===== config.mk =====
export PLATFORM = sky130hd
export DESIGN_NAME = alarm_ringer
export DESIGN_NICKNAME = d
export VERILOG_FILES = /design/src/rtl/alarm_ringer.sv
export SDC_FILE = /design/constraint.sdc
export NUM_CORES = 1
export LEC_CHECK = 0
export ABC_AREA = 1
export CAP_MARGIN = 10
export CELL_PAD_IN_SITES_DETAIL_PLACEMENT = 2
export CELL_PAD_IN_SITES_GLOBAL_PLACEMENT = 2
export CORE_AREA = 4 4 82 84
export DETAILED_ROUTE_END_ITERATION = 7
export DIE_AREA = 0 0 86 88
export GPL_TIMING_DRIVEN = 0
export PLACE_DENSITY = 0.84
export RECOVER_POWER = 100
export SLEW_MARGIN = 20
export SYNTH_ARGS = -nofsm -noshare
export SYNTH_HDL_FRONTEND = slang
export SYNTH_SLANG_ARGS = --single-unit
export TNS_END_PERCENT = 100

===== constraint.sdc =====
create_clock -name clk -period 4.26 [get_ports clk]
set_input_delay 1.278 -clock clk [delete_from_list [all_inputs] [get_ports clk]]
set_output_delay 1.278 -clock clk [all_outputs]
set_load 0.02 [all_outputs]

===== src/rtl/alarm_ringer.sv =====
// Alarm buzzer controller: beep cadence, limited snooze with countdown,
// stop/dismiss and ring timeout, downstream of the minute-match comparator.
module alarm_ringer #(
  parameter int unsigned SNOOZE_S       = 300,
  parameter int unsigned RING_TIMEOUT_S = 120,
  parameter int unsigned MAX_SNOOZE     = 3
) (
  input  logic       clk,
  input  logic       rst,
  input  logic       tick,
  input  logic       match,
  input  logic       alarm_on,
  input  logic       snooze_btn,
  input  logic       stop_btn,
  output logic       buzz,
  output logic       ringing,
  output logic [1:0] state,
  output logic [9:0] snooze_left,
  output logic [2:0] snoozes_used
);

  localparam int unsigned CT_W   = 10;
  localparam int unsigned USED_W = 3;

  localparam logic [CT_W-1:0]   SNOOZE_LD = CT_W'(SNOOZE_S);
  localparam logic [CT_W-1:0]   RING_LAST = CT_W'(RING_TIMEOUT_S - 1);
  localparam logic [USED_W-1:0] USED_MAX  = USED_W'(MAX_SNOOZE);

  typedef enum logic [1:0] {
    ST_IDLE   = 2'b00,
    ST_RING   = 2'b01,
    ST_SNOOZE = 2'b10,
    ST_DONE   = 2'b11
  } state_t;

  state_t              r_state;
  logic                r_phase;
  logic [CT_W-1:0]     r_ring_ct;
  logic [CT_W-1:0]     r_snooze_left;
  logic [USED_W-1:0]   r_snoozes_used;
  logic                r_match_q;
  logic                r_snooze_q;
  logic                r_buzz;
  logic                r_ringing;

  state_t              w_state_nxt;
  logic                w_phase_nxt;
  logic [CT_W-1:0]     w_ring_ct_nxt;
  logic [CT_W-1:0]     w_snooze_left_nxt;
  logic [USED_W-1:0]   w_used_nxt;
  logic                w_buzz_nxt;
  logic                w_ringing_nxt;
  logic                w_match_rise;
  logic                w_snooze_rise;

  assign w_match_rise  = match & ~r_match_q;
  assign w_snooze_rise = snooze_btn & ~r_snooze_q;

  // State and datapath registers
  always_ff @(posedge clk or negedge rst) begin
    if (!rst) begin
      r_state        <= ST_IDLE;
      r_phase        <= 1'b0;
      r_ring_ct      <= '0;
      r_snooze_left  <= '0;
      r_snoozes_used <= '0;
      r_match_q      <= 1'b0;
      r_snooze_q     <= 1'b0;
      r_buzz         <= 1'b0;
      r_ringing      <= 1'b0;
    end else begin
      r_state        <= w_state_nxt;
      r_phase        <= w_phase_nxt;
      r_ring_ct      <= w_ring_ct_nxt;
      r_snooze_left  <= w_snooze_left_nxt;
      r_snoozes_used <= w_used_nxt;
      r_match_q      <= match;
      r_snooze_q     <= snooze_btn;
      r_buzz         <= w_buzz_nxt;
      r_ringing      <= w_ringing_nxt;
    end
  end

  // Next-state: buttons beat the tick; a refused snooze lets the tick through
  always_comb begin
    w_state_nxt       = r_state;
    w_phase_nxt       = r_phase;
    w_ring_ct_nxt     = r_ring_ct;
    w_snooze_left_nxt = r_snooze_left;
    w_used_nxt        = r_snoozes_used;
    unique case (r_state)
      ST_IDLE: begin
        if (alarm_on && w_match_rise) begin
          w_state_nxt   = ST_RING;
          w_phase_nxt   = 1'b1;
          w_ring_ct_nxt = '0;
          w_used_nxt    = '0;
        end
      end
      ST_RING: begin
        if (!alarm_on) begin
          w_state_nxt   = ST_IDLE;
          w_ring_ct_nxt = '0;
        end else if (stop_btn) begin
          w_state_nxt   = ST_DONE;
          w_ring_ct_nxt = '0;
        end else if (w_snooze_rise && (r_snoozes_used < USED_MAX)) begin
          w_state_nxt       = ST_SNOOZE;
          w_ring_ct_nxt     = '0;
          w_snooze_left_nxt = SNOOZE_LD;
          w_used_nxt        = r_snoozes_used + USED_W'(1);
        end else if (tick) begin
          w_phase_nxt = ~r_phase;
          if (r_ring_ct == RING_LAST) begin
            w_state_nxt   = ST_DONE;
            w_ring_ct_nxt = '0;
          end else begin
            w_ring_ct_nxt = r_ring_ct + CT_W'(1);
          end
        end
      end
      ST_SNOOZE: begin
        if (!alarm_on) begin
          w_state_nxt       = ST_IDLE;
          w_snooze_left_nxt = '0;
        end else if (stop_btn) begin
          w_state_nxt       = ST_DONE;
          w_snooze_left_nxt = '0;
        end else if (tick) begin
          if (r_snooze_left == CT_W'(1)) begin
            w_state_nxt       = ST_RING;
            w_phase_nxt       = 1'b1;
            w_ring_ct_nxt     = '0;
            w_snooze_left_nxt = '0;
          end else begin
            w_snooze_left_nxt = r_snooze_left - CT_W'(1);
          end
        end
      end
      ST_DONE: begin
        if (!alarm_on || !match) begin
          w_state_nxt = ST_IDLE;
        end
      end
    endcase
  end

  // Registered output decode from the next state
  always_comb begin
    w_buzz_nxt    = 1'b0;
    w_ringing_nxt = 1'b0;
    if (w_state_nxt == ST_RING) begin
      w_buzz_nxt = w_phase_nxt;
    end
    if ((w_state_nxt == ST_RING) || (w_state_nxt == ST_SNOOZE)) begin
      w_ringing_nxt = 1'b1;
    end
  end

  assign buzz         = r_buzz;
  assign ringing      = r_ringing;
  assign state        = r_state;
  assign snooze_left  = r_snooze_left;
  assign snoozes_used = r_snoozes_used;

endmodule


==> results.sh <==
export IMPL_status="finished, final reports clean"
export IMPL_startpoint="stop_btn"
export IMPL_detailedPlace_worstSlack_ps=978
export IMPL_wl_um=6080
export IMPL_synth_edf_count=0
export IMPL_setup_ws_ps=994
export IMPL_gp_congestion=0.802
export IMPL_cts_max_level=2
export IMPL_tritoncts="done"
export IMPL_finalSetupViolCount=0
export IMPL_synth_top_cells_by_count="nand2_1 (69), inv_1 (42), nor2_1 (33), dfrtp_1 (30), nand3_1 (22)"
export IMPL_synth_area_per_cell_um2=7.01
export IMPL_fp_dieW_um=86
export IMPL_hold_viol=0
export IMPL_cp_start_kind="primary input"
export IMPL_grt_overflow=0
export IMPL_initial_core_util_pct=32.6
export IMPL_clk_pin_slew_worst_paths_ps=70
export IMPL_cts_hold_buf=0
export IMPL_hold_path_class="reg -> reg"
export IMPL_slew_violations=0
export IMPL_cts_setup_buffers=0
export IMPL_seq_area_frac_synth_pct=38.9
export IMPL_viasPerCell=4.99
export IMPL_netlist_area_leader_share_pct=38.9
export IMPL_crit_path_max_fanout=7
export IMPL_grt_pass1_wl_um=10500
export IMPL_crit_required_ps=4420
export IMPL_crit_chain="dlygate4sd3_1 > clkinv_1 > nand2_1 > nand2_1 > nand3_1 > nor2_1 > nand2_1 > nor2_1 > nor2_1"
export IMPL_core_um2=5920
export IMPL_period_needed_ps=3270
export IMPL_fin_nets=318
export IMPL_worstHoldStart="r_ring_ct[1]$_DFFE_PN0P_"
export IMPL_drt_pass1_iter_count=4
export IMPL_cts_sinks=30
export IMPL_cts_root_buf="clkbuf_8"
export IMPL_cap_violations=0
export IMPL_clock_latency_ps=290
export IMPL_yosysMostFrequentCell="nand2_1"
export IMPL_syn_num_nets=287
export IMPL_insertedDiodeCount=0
export IMPL_io_pins=24
export IMPL_synthTopCellsByArea="dfrtp_1 (39%), nand2_1 (13%), inv_1 (8.2%)"
export IMPL_leakagePower_uw=0.00115
export IMPL_fp_row_count=28
export IMPL_tns_ps=0
export IMPL_end_kind="flip-flop"
export IMPL_max_freq_mhz=306
export IMPL_drcViolationCount=0
export IMPL_syn_inst=275
export IMPL_die_h_um=88
export IMPL_grt_pass1_vias=2129
export IMPL_post_dp_hpwl_um=4710
export IMPL_relSlewSlack_pct=19.8
export IMPL_netlist_area_um2=1930
export IMPL_ant_nets=0
export IMPL_rsz0062_at_grt="no"
export IMPL_vias=1906
export IMPL_worst_pin_slew_ps=1200
export IMPL_cp_arrival_ps=3430
export IMPL_clock_path_buffers=2
export IMPL_wire_per_inst_um=15.9
export IMPL_dpl_cell_area_um2=2270
export IMPL_yosysWarnings=0
export IMPL_areaGrowthSynthToFinish_pct=18.6
export IMPL_crit_type="in -> reg"
export IMPL_postLayoutCellArea_um2=2290
export IMPL_slowest_delay_ps=590
export IMPL_skew_ps=7.36
export IMPL_cts_buffers=5
export IMPL_synth_cell_types=31
export IMPL_dieArea_um2=7570
export IMPL_numPortBuffers=23
export IMPL_grt_max_degree=21
export IMPL_yosys_area_top_type="dfrtp_1"
export IMPL_crit_path_top_delay_cell="dlygate4sd3_1"
export IMPL_synthArstFlopShare_pct=100
export IMPL_ir_worst_vdd_uv=250
export IMPL_track_usage_pct=17.6
export IMPL_drt_initial_drc_count=73
export IMPL_layout_drive_gt1_share_pct=7.17
export IMPL_reg2reg_from="snooze_left[1]$_DFFE_PN0P_"
export IMPL_post_cts_resized=0
export IMPL_antenna_found_initial=0
export IMPL_ys_ff_latch=30
export IMPL_p_per_area_nw_per_um2=496
export IMPL_ys_flop_type="dfrtp_1"
export IMPL_fin_crit_sh_pct=76.7
-- stage by stage --
stage | hold WS (ps) | util, % | cells | total power [uW]
final | 530 | 38.6 | 382 | 1130
after global routing | 581 | 38.6 | 382 | 1230
after CTS | 531 | 40.0 | 382 | 1210
after detailed placement | 519 | 38.4 | 374 | 952
after global placement | 498 | 38.0 | 373 | 923
after floorplan | 475 | - | 275 | 738
-- flip-flops by register name, indices dropped and copies added, names as in the netlist --
register / cells
ringing: 1
r_ring_ct: 10
r_phase: 1
buzz: 1
state: 2
snooze_left: 10
r_snooze_q: 1
snoozes_used: 3
r_match_q: 1
-- cell families after synthesis --
logic type | share of synthesized area (%)
AND/OR/NAND/NOR | 36.4
XOR/XNOR | 1.82
buffers and inverters | 9.73
flip-flops | 38.9
adder cells (fa/ha/maj) | 3.24
AO/OA/AOI/OAI | 9.86
-- final timing paths --
kind	slack, ps	endpoint	depth (start not counted)
setup / recovery	990	snooze_left[9]$_DFFE_PN0P_	9
hold / removal	530	r_ring_ct[1]$_DFFE_PN0P_	2
setup reg to reg	2130	r_ring_ct[9]$_DFFE_PN0P_	8
hold reg to reg	530	r_ring_ct[1]$_DFFE_PN0P_	2
max in group asynchronous	1760	snooze_left[5]$_DFFE_PN0P_	2
min in group asynchronous	980	snooze_left[6]$_DFFE_PN0P_	1
-- critical path: cells and delay by family --
kind	cells	cell delay, ps
buffers and inverters	2	750
AND/OR/NAND/NOR	7	1390
-- cells in the final DEF (no fill, tap or decap), types with 2 or more instances in the layout --
master,n
o21ai_1,3
clkinv_2,2
inv_1,42
ha_1,5
o21ai_0,15
o22ai_1,2
nand2_1,76
o21a_1,2
dfrtp_1,30
nor2_2,4
nor2_1,35
clkbuf_1,3
inv_2,4
clkdlybuf4s50_1,2
dlygate4sd3_1,20
clkbuf_8,6
nand4_1,4
xor2_1,4
nand2_2,2
a21oi_1,8
nor3_1,5
nand3_1,24
-- routing by layer --
metal	routed length, um	vias up	global-route usage [%]	part of all wire [%]
li1	-	928	-	-
met1	2930	947	23.5	48
met2	2940	25	29.3	48
met3	130	6	2.63	2.1
met4	76	0	5.47	1.3
met5	0	-	0	0
-- area by class of cell --
| class | count | area (um2) |
|---|---|---|
| fillers | 727 | 3630 |
| clock inverters | 1 | 5.00 |
| flip-flops and latches | 30 | 751 |
| clock buffers | 7 | 86.3 |
| repair buffers | 24 | 228 |
| inverters | 49 | 188 |
| well taps | 75 | 93.8 |
| multi-input cells | 196 | 936 |
-- where the power goes --
| group | switching [uW] | leakage (uW) | internal [uW] |
|---|---|---|---|
| clock network | 120 | 0.0000482 | 130 |
| logic | 346 | 0.000711 | 156 |
| registers | 49.9 | 0.000388 | 333 |
No activity file was read; power rests on OpenSTA's default activity.
